File: src/rtl/carga_colores.sv
// carga_colores: loads three colour intensities from switches (R, G, B) and
// converts them to motor cycle counts. It issues a one-cycle enter pulse to
// temporizador, then blocks further loads while the timer is dispensing.
module carga_colores #(
    parameter int IN_W       = 8,
    parameter int MAX_CICLOS = 15,
    parameter int DEB_CYC    = 3
) (
    input  logic            clk,
    input  logic            reset,
    input  logic            boton,
    input  logic            borrar,
    input  logic [IN_W-1:0] valor,
    output logic [4:0]      ciclos_R,
    output logic [4:0]      ciclos_G,
    output logic [4:0]      ciclos_B,
    output logic            enter,
    output logic [1:0]      etapa,
    output logic            ocupado
);

    localparam int PROD_W = IN_W + 5;
    localparam int CNT_W  = $clog2(DEB_CYC + 1);

    typedef enum logic [1:0] {
        ESPERA_R = 2'd0,
        ESPERA_G = 2'd1,
        ESPERA_B = 2'd2,
        DISPARO  = 2'd3
    } estado_t;

    estado_t          estado;
    estado_t          estado_sig;
    logic             sinc_1;
    logic             sinc_2;
    logic             nivel_deb;
    logic             nivel_prev;
    logic [CNT_W-1:0] cuenta_deb;
    logic             pulso;
    logic [5:0]       cuenta_ocupado;
    logic [PROD_W-1:0] producto;
    logic [PROD_W-1:0] cociente;
    logic [4:0]       conv;
    logic             captura_r;
    logic             captura_g;
    logic             captura_b;
    logic             limpiar;

    // Two-flop synchronizer for the asynchronous push button
    always_ff @(posedge clk or negedge reset) begin
        if (!reset) begin
            sinc_1 <= 1'b0;
            sinc_2 <= 1'b0;
        end else begin
            sinc_1 <= boton;
            sinc_2 <= sinc_1;
        end
    end

    // Debouncer: accept a new level after DEB_CYC consecutive differing samples
    always_ff @(posedge clk or negedge reset) begin
        if (!reset) begin
            nivel_deb  <= 1'b0;
            cuenta_deb <= '0;
        end else if (sinc_2 != nivel_deb) begin
            if (cuenta_deb == CNT_W'(DEB_CYC - 1)) begin
                nivel_deb  <= sinc_2;
                cuenta_deb <= '0;
            end else begin
                cuenta_deb <= cuenta_deb + 1'b1;
            end
        end else begin
            cuenta_deb <= '0;
        end
    end

    // Delayed copy of the debounced level for rising-edge detection
    always_ff @(posedge clk or negedge reset) begin
        if (!reset) begin
            nivel_prev <= 1'b0;
        end else begin
            nivel_prev <= nivel_deb;
        end
    end

    assign pulso = nivel_deb & ~nivel_prev;

    // Intensity to cycle count: scale into 0..MAX_CICLOS, clamping for safety
    always_comb begin
        producto = PROD_W'(valor) * PROD_W'(MAX_CICLOS + 1);
        cociente = producto >> IN_W;
        conv     = cociente[4:0];
        if (cociente > PROD_W'(MAX_CICLOS)) begin
            conv = 5'(MAX_CICLOS);
        end
    end

    // FSM state register
    always_ff @(posedge clk or negedge reset) begin
        if (!reset) begin
            estado <= ESPERA_R;
        end else begin
            estado <= estado_sig;
        end
    end

    // Next-state and capture strobes; borrar has priority over a press
    always_comb begin
        estado_sig = estado;
        captura_r  = 1'b0;
        captura_g  = 1'b0;
        captura_b  = 1'b0;
        limpiar    = 1'b0;
        if (estado == DISPARO) begin
            estado_sig = ESPERA_R;
        end else if (!ocupado) begin
            if (borrar) begin
                estado_sig = ESPERA_R;
                limpiar    = 1'b1;
            end else if (pulso) begin
                case (estado)
                    ESPERA_R: begin
                        captura_r  = 1'b1;
                        estado_sig = ESPERA_G;
                    end
                    ESPERA_G: begin
                        captura_g  = 1'b1;
                        estado_sig = ESPERA_B;
                    end
                    ESPERA_B: begin
                        captura_b  = 1'b1;
                        estado_sig = DISPARO;
                    end
                    default: begin
                        estado_sig = ESPERA_R;
                    end
                endcase
            end
        end
    end

    // Cycle count registers, changed only on capture or clear
    always_ff @(posedge clk or negedge reset) begin
        if (!reset) begin
            ciclos_R <= 5'd0;
            ciclos_G <= 5'd0;
            ciclos_B <= 5'd0;
        end else if (limpiar) begin
            ciclos_R <= 5'd0;
            ciclos_G <= 5'd0;
            ciclos_B <= 5'd0;
        end else begin
            if (captura_r) ciclos_R <= conv;
            if (captura_g) ciclos_G <= conv;
            if (captura_b) ciclos_B <= conv;
        end
    end

    // Registered start pulse, high for the single DISPARO cycle
    always_ff @(posedge clk or negedge reset) begin
        if (!reset) begin
            enter <= 1'b0;
        end else begin
            enter <= (estado_sig == DISPARO);
        end
    end

    // Busy counter covering the timer's three (ciclos+1)-cycle phases
    always_ff @(posedge clk or negedge reset) begin
        if (!reset) begin
            cuenta_ocupado <= 6'd0;
        end else if (estado == DISPARO) begin
            cuenta_ocupado <= 6'(ciclos_R) + 6'(ciclos_G) + 6'(ciclos_B) + 6'd3;
        end else if (cuenta_ocupado != 6'd0) begin
            cuenta_ocupado <= cuenta_ocupado - 6'd1;
        end
    end

    assign ocupado = (cuenta_ocupado != 6'd0);
    assign etapa   = estado;

endmodule
File: config.mk
export PLATFORM = sky130hd
export DESIGN_NAME = carga_colores
export DESIGN_NICKNAME = d
export VERILOG_FILES = /design/src/rtl/carga_colores.sv
export SDC_FILE = /design/constraint.sdc
export NUM_CORES = 1
export LEC_CHECK = 0
export CORE_ASPECT_RATIO = 2
export CORE_MARGIN = 8
export CORE_UTILIZATION = 55
export CTS_BUF_LIST = sky130_fd_sc_hd__clkbuf_2 sky130_fd_sc_hd__clkbuf_4 sky130_fd_sc_hd__clkbuf_8
export CTS_CLUSTER_DIAMETER = 80
export DETAILED_ROUTE_END_ITERATION = 8
export PLACE_DENSITY = 0.88
export SYNTH_ARGS = -nofsm -noshare
export SYNTH_HDL_FRONTEND = slang
export SYNTH_SLANG_ARGS = --single-unit
File: constraint.sdc
create_clock -name clk -period 3.3 [get_ports clk]
set_input_delay 0.495 -clock clk [delete_from_list [all_inputs] [get_ports clk]]
set_output_delay 0.495 -clock clk [all_outputs]
set_load 0.005 [all_outputs]
* Word-level counts from Yosys, hierarchy flattened
Index checks and enable logic that the tools add are counted.
** Storage, ports and cells
- Register bits :: 30
- Latch bits :: 0
- Bits in writable memories :: 0
- ROM bits :: 0
- Output and inout port bits :: 19
- Word-level logic and storage cells :: 66
- Memories kept :: 0
** Cells by class
- Add/sub/neg operators :: 5
- Multipliers :: 0
- Divide/modulo/power cells :: 0
- Magnitude comparators :: 1
- Equal/unequal tests :: 6
- Shift-type cells :: 0
- Mux-type cells :: 34
- Bitwise operators :: 2
- Reduce and logical (&&, ||, !) cells :: 7
** Operators with widths (number)
- 5-bit 2-to-1 mux :: 6
- 1-bit 2-to-1 mux :: 18
- 2-bit 2-to-1 mux :: 6
- 6-bit 2-to-1 mux :: 2
- 2-bit == test, second input constant :: 4
- 2-bit nonzero test :: 4
- 5-bit by 5-bit adder with 6-bit output :: 1
- 6-bit by 2-bit adder with 6-bit output, second input constant :: 1
- 6-bit by 5-bit adder with 6-bit output :: 1
- 2-bit one-hot mux with 3 select lines :: 1
- 6-bit nonzero test :: 1
- 6-bit by 1-bit subtractor with 6-bit output, second input constant :: 1
- 4-bit greater-than comparator, second input constant :: 1
- 4-bit 2-to-1 mux :: 1
- 2-bit by 1-bit adder with 2-bit output, second input constant :: 1
- 2-bit by 1-bit == test with 1-bit output, second input constant :: 1
- 2-bit logical NOT :: 1
- 2-bit AND reduction :: 1
- 1-bit AND :: 1
- 1-bit inequality test :: 1
- 1-bit NOT :: 1

* Depth between registers and ports, before layout
- Depth after elaboration :: 8
- Depth in mapped cells :: 11
- Gate-level depth less buffers :: 11

* Least setup slack after synthesis
OpenSTA, ideal clock, no wires.
- Kind :: register to register
- Start point :: register ciclos_R[1]
- End point :: register cuenta_ocupado[5]
- Arrival :: 2136 ps
- Setup slack :: 1068 ps
- Cell stages (with the launch flop) :: 12
- Buffers on the path :: 0
- Period minus slack after synthesis :: 2232 ps
- Cells stage by stage :: dfrtp_1 > inv_1 > ha_1 > inv_1 > fa_1 > ha_1 > inv_1 > fa_1 > nor2b_1 > o21a_1 > o21ai_0 > o31ai_1
** On the way
- Cells in the longest elaborated chain, start to end :: 4
** Ends and longest elaborated chain
- from (decl) :: line 14 : output logic [4:0] ciclos_R,
- from (signal assigned) :: line 153 : if (captura_r) ciclos_R <= conv;
- 5-bit by 5-bit adder with 6-bit output :: line 173 : cuenta_ocupado <= 6'(ciclos_R) + 6'(ciclos_G) + 6'(ciclos_B) + 6'd3;
- 6-bit by 5-bit adder with 6-bit output :: line 173
- 6-bit by 2-bit adder with 6-bit output :: line 173
- 6-bit 2-to-1 mux :: line 172 : end else if (estado == DISPARO) begin
- to (signal assigned) :: line 173
- to (signal assigned) :: line 175 : cuenta_ocupado <= cuenta_ocupado - 6'd1;
- to (decl) :: line 40 : logic [5:0] cuenta_ocupado;
Every way passes these cells.
A chain may end at the register's enable or synchronous reset.

* Worst setup path in the final report
- Start point :: register cuenta_ocupado[2]
- End point :: output port ocupado
** On the way
- Cells in the longest elaborated chain, start to end :: 1
** Ends and longest elaborated chain
- 6-bit nonzero test :: line 179 : assign ocupado = (cuenta_ocupado != 6'd0);
- to (decl) :: line 19 : output logic ocupado
Every way passes these cells.

==> flow_summary.toml <==
[timing]
slew_headroom = 0.626
worstMarginPinSlew_ns = 0.561
period_share = 0.742
setup_viol = 0
timing.fmax_mhz = 408
rsz0062_at_grt = "no"
final_hold_viol_count = 0
setup_tns_ns = 0
fin_skew_ns = 0.00346
slew_viol_final = 0
fin_crit_ns = 2.45

[finish]
final-instance-count-excl-fill = 208
fin_util = 0.663
syn_to_final_growth_pct = 16.9
n_antenna_cell = 0
drive_above_1_share = 0.112
fin_nets = 210

[setup_path]
slowest_stage = "dfrtp_1"
crit_chain = "nor4_4, and2_4, inv_6, clkdlybuf4s50_1"
timing.rr.start = "ciclos_G[1]$_DFFE_PN0P_"
crit_family = "simple AND/OR/NAND/NOR gates"
arrival_ns = 1.95
worstSetupEndpointType = "output pin"
r2r-end = "cuenta_ocupado[5]$_DFFE_PN0P_"
critical_path_buf_inv_count = 2
critical_path_class = "reg2out"
cp_max_fo = 7
slowest_delay_ns = 0.45
r2r_cells = 11
worstSetupStartpointType = "flop"
required_ns = 2.80
regToRegSetupSlack_ns = 0.87

[clocking]
cts_tree = "yes"
clock_path_buffers = 2
ctsHoldBuffers = 0
clk_pin_slew_ns = 0.09
post_cts_resized = 0
cts_setup_buffers = 0
clockRootBuffer = "clkbuf_8"
clk_latency_ns = 0.27
htreeDepth = 1
cts_made_buffers = 3
cts_sinks = 27

[logic_synthesis]
ys.flop_type = "dfrtp_1"
synth_top_family_by_area = "adder cells"
synth_area_leaders = "dfrtp_1 40%, ha_1 11%, mux2_2 6.7%"
synthAdderAreaFrac = 0.160
yosys-top-cells-count = "27 x dfrtp_1, 26 x inv_1, 15 x ha_1, 10 x mux2_2, 7 x nor2b_1"
synthXorXnorAreaFrac = 0.0419
yosys.cell_types.count = 38
ys_seq_elements = 27
async_flop_share = 1.00
syn_inst = 155
synthMuxAreaShare = 0.0914
synth_top_cell_area_share = 0.404
yosys_warnings = 0
avgSynthCellArea_sq_um = 10.8
yosysSeqAreaShare = 0.404
yosysMostFrequentCell = "dfrtp_1"
yosysTopAreaCell = "dfrtp_1"
synth-compound-area-share = 0.0607
synth_simple_gate_area_frac = 0.145
synth_area_sq_mm = 0.00167
synth-edff-count = 0

[detailed_routing]
drt_iter0_drc = 12
drtAntennaViolNets = 0
drc_errors = 0
vias = 1138
vias_per_cell = 5.47
firstDrtPassIters = 4
routed_wl_um = 3400
wl_per_cell_um = 16.3

[place]
place_congestion = 0.887
portBuffers = 23
place_hpwl_um = 2760
dpl.cell_count = 204

[floorplanning]
core-area_sq_mm = 0.00294
ios = 31
die_y_um = 93.9
die_x_um = 55.0
dieArea_sq_mm = 0.00516
rows = 28
start_util = 0.568

[flow_run]
drv_cap = 0

[min_path]
hold_path.startpoint = "sinc_1$_DFF_PN0_"
whs_endpoint = "sinc_2$_DFF_PN0_"
whs_path_depth = 0
hold_class = "reg2reg"

[outcome]
outcome = "completed"

[global_route]
grt_max_degree = 28
grt_pass1_wl_um = 5840
grt_usage = 0.148
antenna_found_initial = 0
grt_overflow = 0
grt_pass1_vias = 1299

[pwr]
p_per_area_mw_per_mm2 = 978
vdd_ir_drop_max_uv = 602
p_leak_nw = 0.913
-- layout make-up --
cell class | count | area (sq um)
fill | 249 | 991
inverter | 27 | 106
tap | 30 | 37.5
multi-input combinational | 96 | 846
sequential | 27 | 676
clock buffer | 4 | 48.8
timing repair buffer | 24 | 238
-- registers in the layout, summed over array words and instances (netlist names) --
register,flops
cuenta_ocupado,6
ciclos_B,4
ciclos_G,4
ciclos_R,4
cuenta_deb,2
etapa,2
enter,1
nivel_deb,1
nivel_prev,1
sinc_1,1
sinc_2,1
-- report_power, final --
group | switching (mW) | internal (mW)
Sequential | 0.133 | 0.467
Clock | 0.0950 | 0.0946
Combinational | 0.545 | 0.575
Total | 0.772 | 1.14
-- layer usage --
layer | global-route usage | up-vias | part of all wire
li1 | - | 548 | -
met1 | 0.156 | 558 | 0.35
met2 | 0.267 | 23 | 0.60
met3 | 0.0222 | 9 | 0.026
met4 | 0.0625 | 0 | 0.024
met5 | 0 | - | 0
-- cells by family (layout without fill, tap and decap cells) --
| group | Yosys count | in the layout |
|---|---|---|
| compound gates | 16 | 16 |
| xor+xnor | 8 | 8 |
| fa+ha+maj | 19 | 19 |
| buf+inv | 34 | 55 |
| flops | 27 | 27 |
| mux | 14 | 14 |
| other cells | 1 | 3 |
| simple gates | 36 | 36 |
-- worst max path at each step --
stage                                              from                            end  cells after the start
after floorplan                 ciclos_R[1]$_DFFE_PN0P_  cuenta_ocupado[5]$_DFFE_PN0P_                     11
after CTS                 cuenta_ocupado[2]$_DFFE_PN0P_                        ocupado                      4
final                     cuenta_ocupado[2]$_DFFE_PN0P_                        ocupado                      4
after global routing            ciclos_R[1]$_DFFE_PN0P_  cuenta_ocupado[5]$_DFFE_PN0P_                     11
after global placement          ciclos_R[1]$_DFFE_PN0P_  cuenta_ocupado[5]$_DFFE_PN0P_                     11
after detailed placement        ciclos_G[1]$_DFFE_PN0P_  cuenta_ocupado[5]$_DFFE_PN0P_                     11
-- cells in the final DEF (no fill, tap or decap), types with 5 or more instances in the layout --
cell type	Yosys	final
o21ai_0	5	5
nor2_1	6	6
nor2b_1	7	7
ha_1	15	15
inv_1	26	26
dfrtp_1	27	27
mux2_2	10	10
clkdlybuf4s50_1	0	23
-- metrics by stage --
stage               instance area (sq um)  hold slack, ns  total power [mW]  worst slack [ns]
global route                         1950           0.381              2.10             0.714
detailed placement                   1900           0.358              1.71             0.921
CTS                                  1950           0.378              1.93             0.806
global placement                     1900           0.336              1.63             0.976
finish                               1950           0.370              1.91             0.851
floorplan                            1680           0.199              1.35              1.07
(Power assumes the default switching activity.)
==> RTL edit 1 (same settings) <==
Change the parameter `DEB_CYC` from 3 to 2.
--- a/src/rtl/carga_colores.sv
+++ b/src/rtl/carga_colores.sv
@@ -4,7 +4,7 @@
 module carga_colores #(
     parameter int IN_W       = 8,
     parameter int MAX_CICLOS = 15,
-    parameter int DEB_CYC    = 3
+    parameter int DEB_CYC    = 2
 ) (
     input  logic            clk,
     input  logic            reset,
Formal check against the unedited RTL: not equivalent (a bounded check fails within 10 cycles, from zero or initial values and one cycle with reset low).
==> RTL edit 1 against the original RTL <==
  * Routed wire length increased by 1.4%
  * Largest power group unchanged
  * Largest cell class unchanged
  * Sequential cell count is the same
  * Register-to-register slack better by 0.03 ns
  * Clock skew grew 0.0081 ns
  * Non-clock buffer count unchanged
  * Sequential power is 2% higher
  * Die area is 0.29% higher
  * Area after synthesis up 0.37%
  * Sequential share of layout area about the same
  * Total power up 6.8%
  * Worst setup slack worse by 0.046 ns
  * Design area is 0.13% higher
==> RTL edit 1: results (changes against the original RTL) <==
Status
Result of the run: completed (unchanged).

Routing
The wire length the detailed router placed on met1 is 1.234 mm (was 1.186 mm). The met3 wire length is 81 um (was 89 um). The via count of the routed design came to 1141 (was 1138). The violation count after the first detailed-routing iteration came to 18 (was 12).

The via density per instance is 5.512 (was 5.471). The total routed wirelength is 3.444 mm (was 3.397 mm). The total met2 wirelength after detailed routing is 2.087 mm (was 2.040 mm).

Final layout
The multi-input logic area is 852.1 sq um (was 845.8 sq um). The area fraction of clock buffers and clock inverters is 0.02497 (was 0.02500). The number of flip-flops and latches came to 27 (unchanged). The fraction of layout cells with a size suffix above 1 is 0.1130 (was 0.1124). The sequential fraction of total cell area is 0.3457 (was 0.3462). The proportion of final cell area spent on non-clock buffers is 0.1216 (was 0.1218).

Pwr
The static leakage was 0.0009152 uW (was 0.0009133 uW). The internal power is 1201 uW (was 1136 uW). The maximum VDD drop is 740.1 uV (was 602.3 uV).

Placement
The final weighted congestion in routability-driven placement is 0.8782 (was 0.8872). The half-perimeter wire length after detailed placement is 2.681 mm (was 2.759 mm). The number of placed cells counting well taps is 203 (was 204).

Setup path
The worst setup slack for register-to-register paths is 0.90 ns (was 0.87 ns). The arrival time at the worst endpoint is 2.00 ns (was 1.95 ns).

Global routing
The overall routing resource usage is 0.1416 (was 0.1478).

Timing
The worst slew slack as a fraction of its limit was 0.5060 (was 0.6260).

Logic synthesis
The synthesized-area fraction occupied by xor and xnor cells is 0.04179 (was 0.04195). The share of synthesized cell area in full adder, half adder and majority cells was 0.1597 (was 0.1603). Top cells by instance count after synthesis: 27 x dfrtp_1, 25 x inv_1, 15 x ha_1 (was 27 x dfrtp_1, 26 x inv_1, 15 x ha_1). Ranking of synthesized cells by area: dfrtp_1 40%, ha_1 11%, mux2_2 6.7%, inv_1 5.6%, fa_1 4.8% (was dfrtp_1 40%, ha_1 11%, mux2_2 6.7%, inv_1 5.8%, fa_1 4.8%). The synthesized-area fraction occupied by ao, oa, aoi and oai cells is 0.05821 (was 0.06067). The count of unique library cells instantiated by Yosys is 37 (was 38). The share of synthesized area spent on multiplexers was 0.09701 (was 0.09139). The sequential element share of the synthesized area is 0.4030 (was 0.4045).
RTL edit 1: changes by cell type after synthesis, moves of 2 or more:
cell     unedited run  this run
xor2_1              4         2
xnor2_1             4         6
and4b_1             0         2
and4_1              2         0
RTL edit 1: how the worst max path moves through the flow:
stage | startpoint | end | slack, ns | cells past startpoint
2_1_floorplan | ciclos_R[1] | cuenta_ocupado[5] | 1.07 | 11
3_3_place_gp | ciclos_R[1] | cuenta_ocupado[5] | 0.97 | 11
3_5_place_dp | ciclos_G[1] | cuenta_ocupado[5] | 0.92 | 11
4_1_cts | cuenta_ocupado[3] | ocupado | 0.79 | 4
5_1_grt | cuenta_ocupado[3] | ocupado | 0.71 | 4
6_report | cuenta_ocupado[3] | ocupado | 0.80 | 4
RTL edit 1: metal layers:
metal  track usage  vias to the layer above
li1              -                      542
met1        0.1379                      577
met2        0.2754                       17
met3       0.02222                        5
met4       0.03831                        0
met5             0                        -
RTL edit 1: power by group through the flow:
stage	Clock, uW	Combinational [uW]	Sequential, uW
4_1_cts	199	1240	606
3_3_place_gp	0	1160	595
6_report	196	1230	608
3_5_place_dp	0	1230	612
5_1_grt	206	1390	623
2_1_floorplan	0	852	591
RTL edit 1: metrics by stage:
stage | util | total power, uW | hold WS, ns | area (sq um) | worst slack [ns]
finish | 0.6641 | 2038 | 0.3782 | 1954 | 0.8042
global route | 0.6641 | 2221 | 0.3900 | 1954 | 0.7109
CTS | 0.6641 | 2049 | 0.3816 | 1954 | 0.7905
detailed placement | 0.6475 | 1837 | 0.3583 | 1906 | 0.9208
global placement | 0.6475 | 1751 | 0.3347 | 1906 | 0.9725
floorplan | - | 1443 | 0.1994 | 1684 | 1.071
==> RTL edit 2 (config.mk and constraints unchanged) <==
Made on the original files. Put a register stage on the output `ocupado`, without a reset. The value now appears one clock later. The other outputs are not delayed to match.
--- a/src/rtl/carga_colores.sv
+++ b/src/rtl/carga_colores.sv
@@ -28,6 +28,8 @@
         ESPERA_B = 2'd2,
         DISPARO  = 2'd3
     } estado_t;
+
+    logic ocupado_d;
 
     estado_t          estado;
     estado_t          estado_sig;
@@ -113,7 +115,7 @@
         limpiar    = 1'b0;
         if (estado == DISPARO) begin
             estado_sig = ESPERA_R;
-        end else if (!ocupado) begin
+        end else if (!ocupado_d) begin
             if (borrar) begin
                 estado_sig = ESPERA_R;
                 limpiar    = 1'b1;
@@ -176,7 +178,11 @@
         end
     end
 
-    assign ocupado = (cuenta_ocupado != 6'd0);
+    assign ocupado_d = (cuenta_ocupado != 6'd0);
     assign etapa   = estado;
 
+    always_ff @(posedge clk) begin
+        ocupado <= ocupado_d;
+    end
+
 endmodule
Formal check against the unedited RTL: same outputs for any inputs over 10 cycles, from zero or initial values and one cycle with reset low; that may be too few to reach the edited logic, so the function may still have changed.
==> RTL edit 2 against the original RTL <==
  * Non-clock buffer count stayed put
  * Sequential power up 2%
  * Critical path depth increased by 7
  * Area after synthesis grew 1.2%
  * Sequential cell count is 1 higher
  * Worst setup slack lost 0.060 ns
  * Design area is 1.3% higher
  * Fmax decreased by 2.4%
  * Total power rose by 3.5%
  * Routed wire length rose by 4.2%
  * Largest power group unchanged
==> RTL edit 2: results (changes against the original RTL) <==
Status
Result of the run: completed (unchanged).

Timing
The final setup slack of the worst path was 0.7911 ns (was 0.8506 ns). The worst slew slack as a fraction of its limit is 0.6391 (was 0.6260). The final clock skew is 0.005721 ns (was 0.003458 ns).

Logic synthesis
The share of async-settable or async-resettable flops after synthesis was 0.9643 (was 1.000). The count of unique library cells instantiated by Yosys was 39 (was 38). The count of yosys warnings during synthesis is 0 (unchanged). The sequential element share of the synthesized area was 0.4115 (was 0.4045). The cell count after synthesis is 156 (was 155).

Ranking of synthesized cells by area: dfrtp_1 40%, ha_1 11%, mux2_2 6.7%, inv_1 5.8%, fa_1 4.7% (was dfrtp_1 40%, ha_1 11%, mux2_2 6.7%, inv_1 5.8%, fa_1 4.8%).

Setup path
The worst setup path startpoint is ciclos_G[1] (was cuenta_ocupado[2]). The arrival time at the worst endpoint is 2.69 ns (was 1.95 ns). The largest fanout on the critical path is 3 (was 7).

Final layout
The fraction of layout cells with a size suffix above 1 is 0.1117 (was 0.1124). The total inserted antenna cells was 0 (unchanged). The register name with the most flops is cuenta_ocupado (unchanged). The count of filler cells inserted in the layout is 233 (was 249).

Placement
The final weighted congestion in routability-driven placement is 0.9078 (was 0.8872). The worst slack at placement is 0.8648 ns (was 0.9209 ns). The total cell area at the placement stage was 1923 sq um (was 1903 sq um).

The number of placed cells counting well taps is 205 (was 204). The half-perimeter wire length after detailed placement is 2.748 mm (was 2.759 mm).

Routing
The via density per instance was 5.474 (was 5.471). The total routed wirelength is 3.540 mm (was 3.397 mm). The violation count after the first detailed-routing iteration is 30 (was 12). The via count of the routed design is 1144 (was 1138).

Clock tree
The cell at the root of the clock tree is clkbuf_8 (unchanged). The total number of H-tree levels is 1 (unchanged).

Global routing
The via count of the first global-routing pass was 1273 (was 1299). The first-pass GRT wire length is 6.051 mm (was 5.844 mm). The overall routing resource usage is 0.1414 (was 0.1478).

Pwr
The static leakage is 0.0009240 uW (was 0.0009133 uW). The maximum VDD drop is 616.0 uV (was 602.3 uV).
RTL edit 2: final timing paths:
kind                       depth (start not counted)                 to  slack [ns]
min in group asynchronous                          2        ciclos_R[3]        0.58
max in group asynchronous                          2  cuenta_ocupado[1]        2.46
setup reg to reg                                  11  cuenta_ocupado[5]        0.79
hold reg to reg                                    0             sinc_2        0.37
setup / recovery                                  11  cuenta_ocupado[5]        0.79
hold / removal                                     0             sinc_2        0.37
RTL edit 2: area by class of cell:
class	count	area [sq um]	share of cell area
Multi-Input combinational cell	96	845.8	0.4276
Clock buffer	4	55.05	0.02783
Tap cell	30	37.54	0.01898
Sequential cell	28	695.7	0.3517
Timing Repair Buffer	24	237.7	0.1202
Inverter	27	106.4	0.05376
RTL edit 2: worst max-delay path: stages, from the launching register on:
cell	delay, ns
dfrtp_1	0.39
inv_1	0.06
ha_1	0.27
inv_1	0.06
fa_1	0.51
ha_1	0.18
inv_1	0.06
fa_1	0.41
nor2b_1	0.16
o21a_1	0.13
o21ai_0	0.08
o31ai_1	0.12
RTL edit 2: where the power goes:
group / internal (uW) / switching [uW] / leakage, uW / total [uW]
clock: 107 / 104 / 0.0000288 / 211
sequential: 481 / 132 / 0.000346 / 613
combinational: 579 / 572 / 0.000549 / 1150
total: 1170 / 808 / 0.000924 / 1980
RTL edit 2: cells by family after synthesis:
family	count (synthesis)	share of synthesized area
AND/OR/NAND/NOR	36	0.1436
buffers and inverters	34	0.09252
flip-flops	28	0.4115
adder cells (fa/ha/maj)	19	0.1584
AO/OA/AOI/OAI	16	0.05996
multiplexers	14	0.09031
XOR/XNOR	8	0.04145
other	1	0.002218
RTL edit 2: layer usage:
metal	vias up	global-route usage	share of wire
met4	0	0.06405	0.025
met5	-	0	0
met3	7	0.01882	0.026
met2	30	0.2820	0.60
li1	549	-	-
met1	558	0.1367	0.35
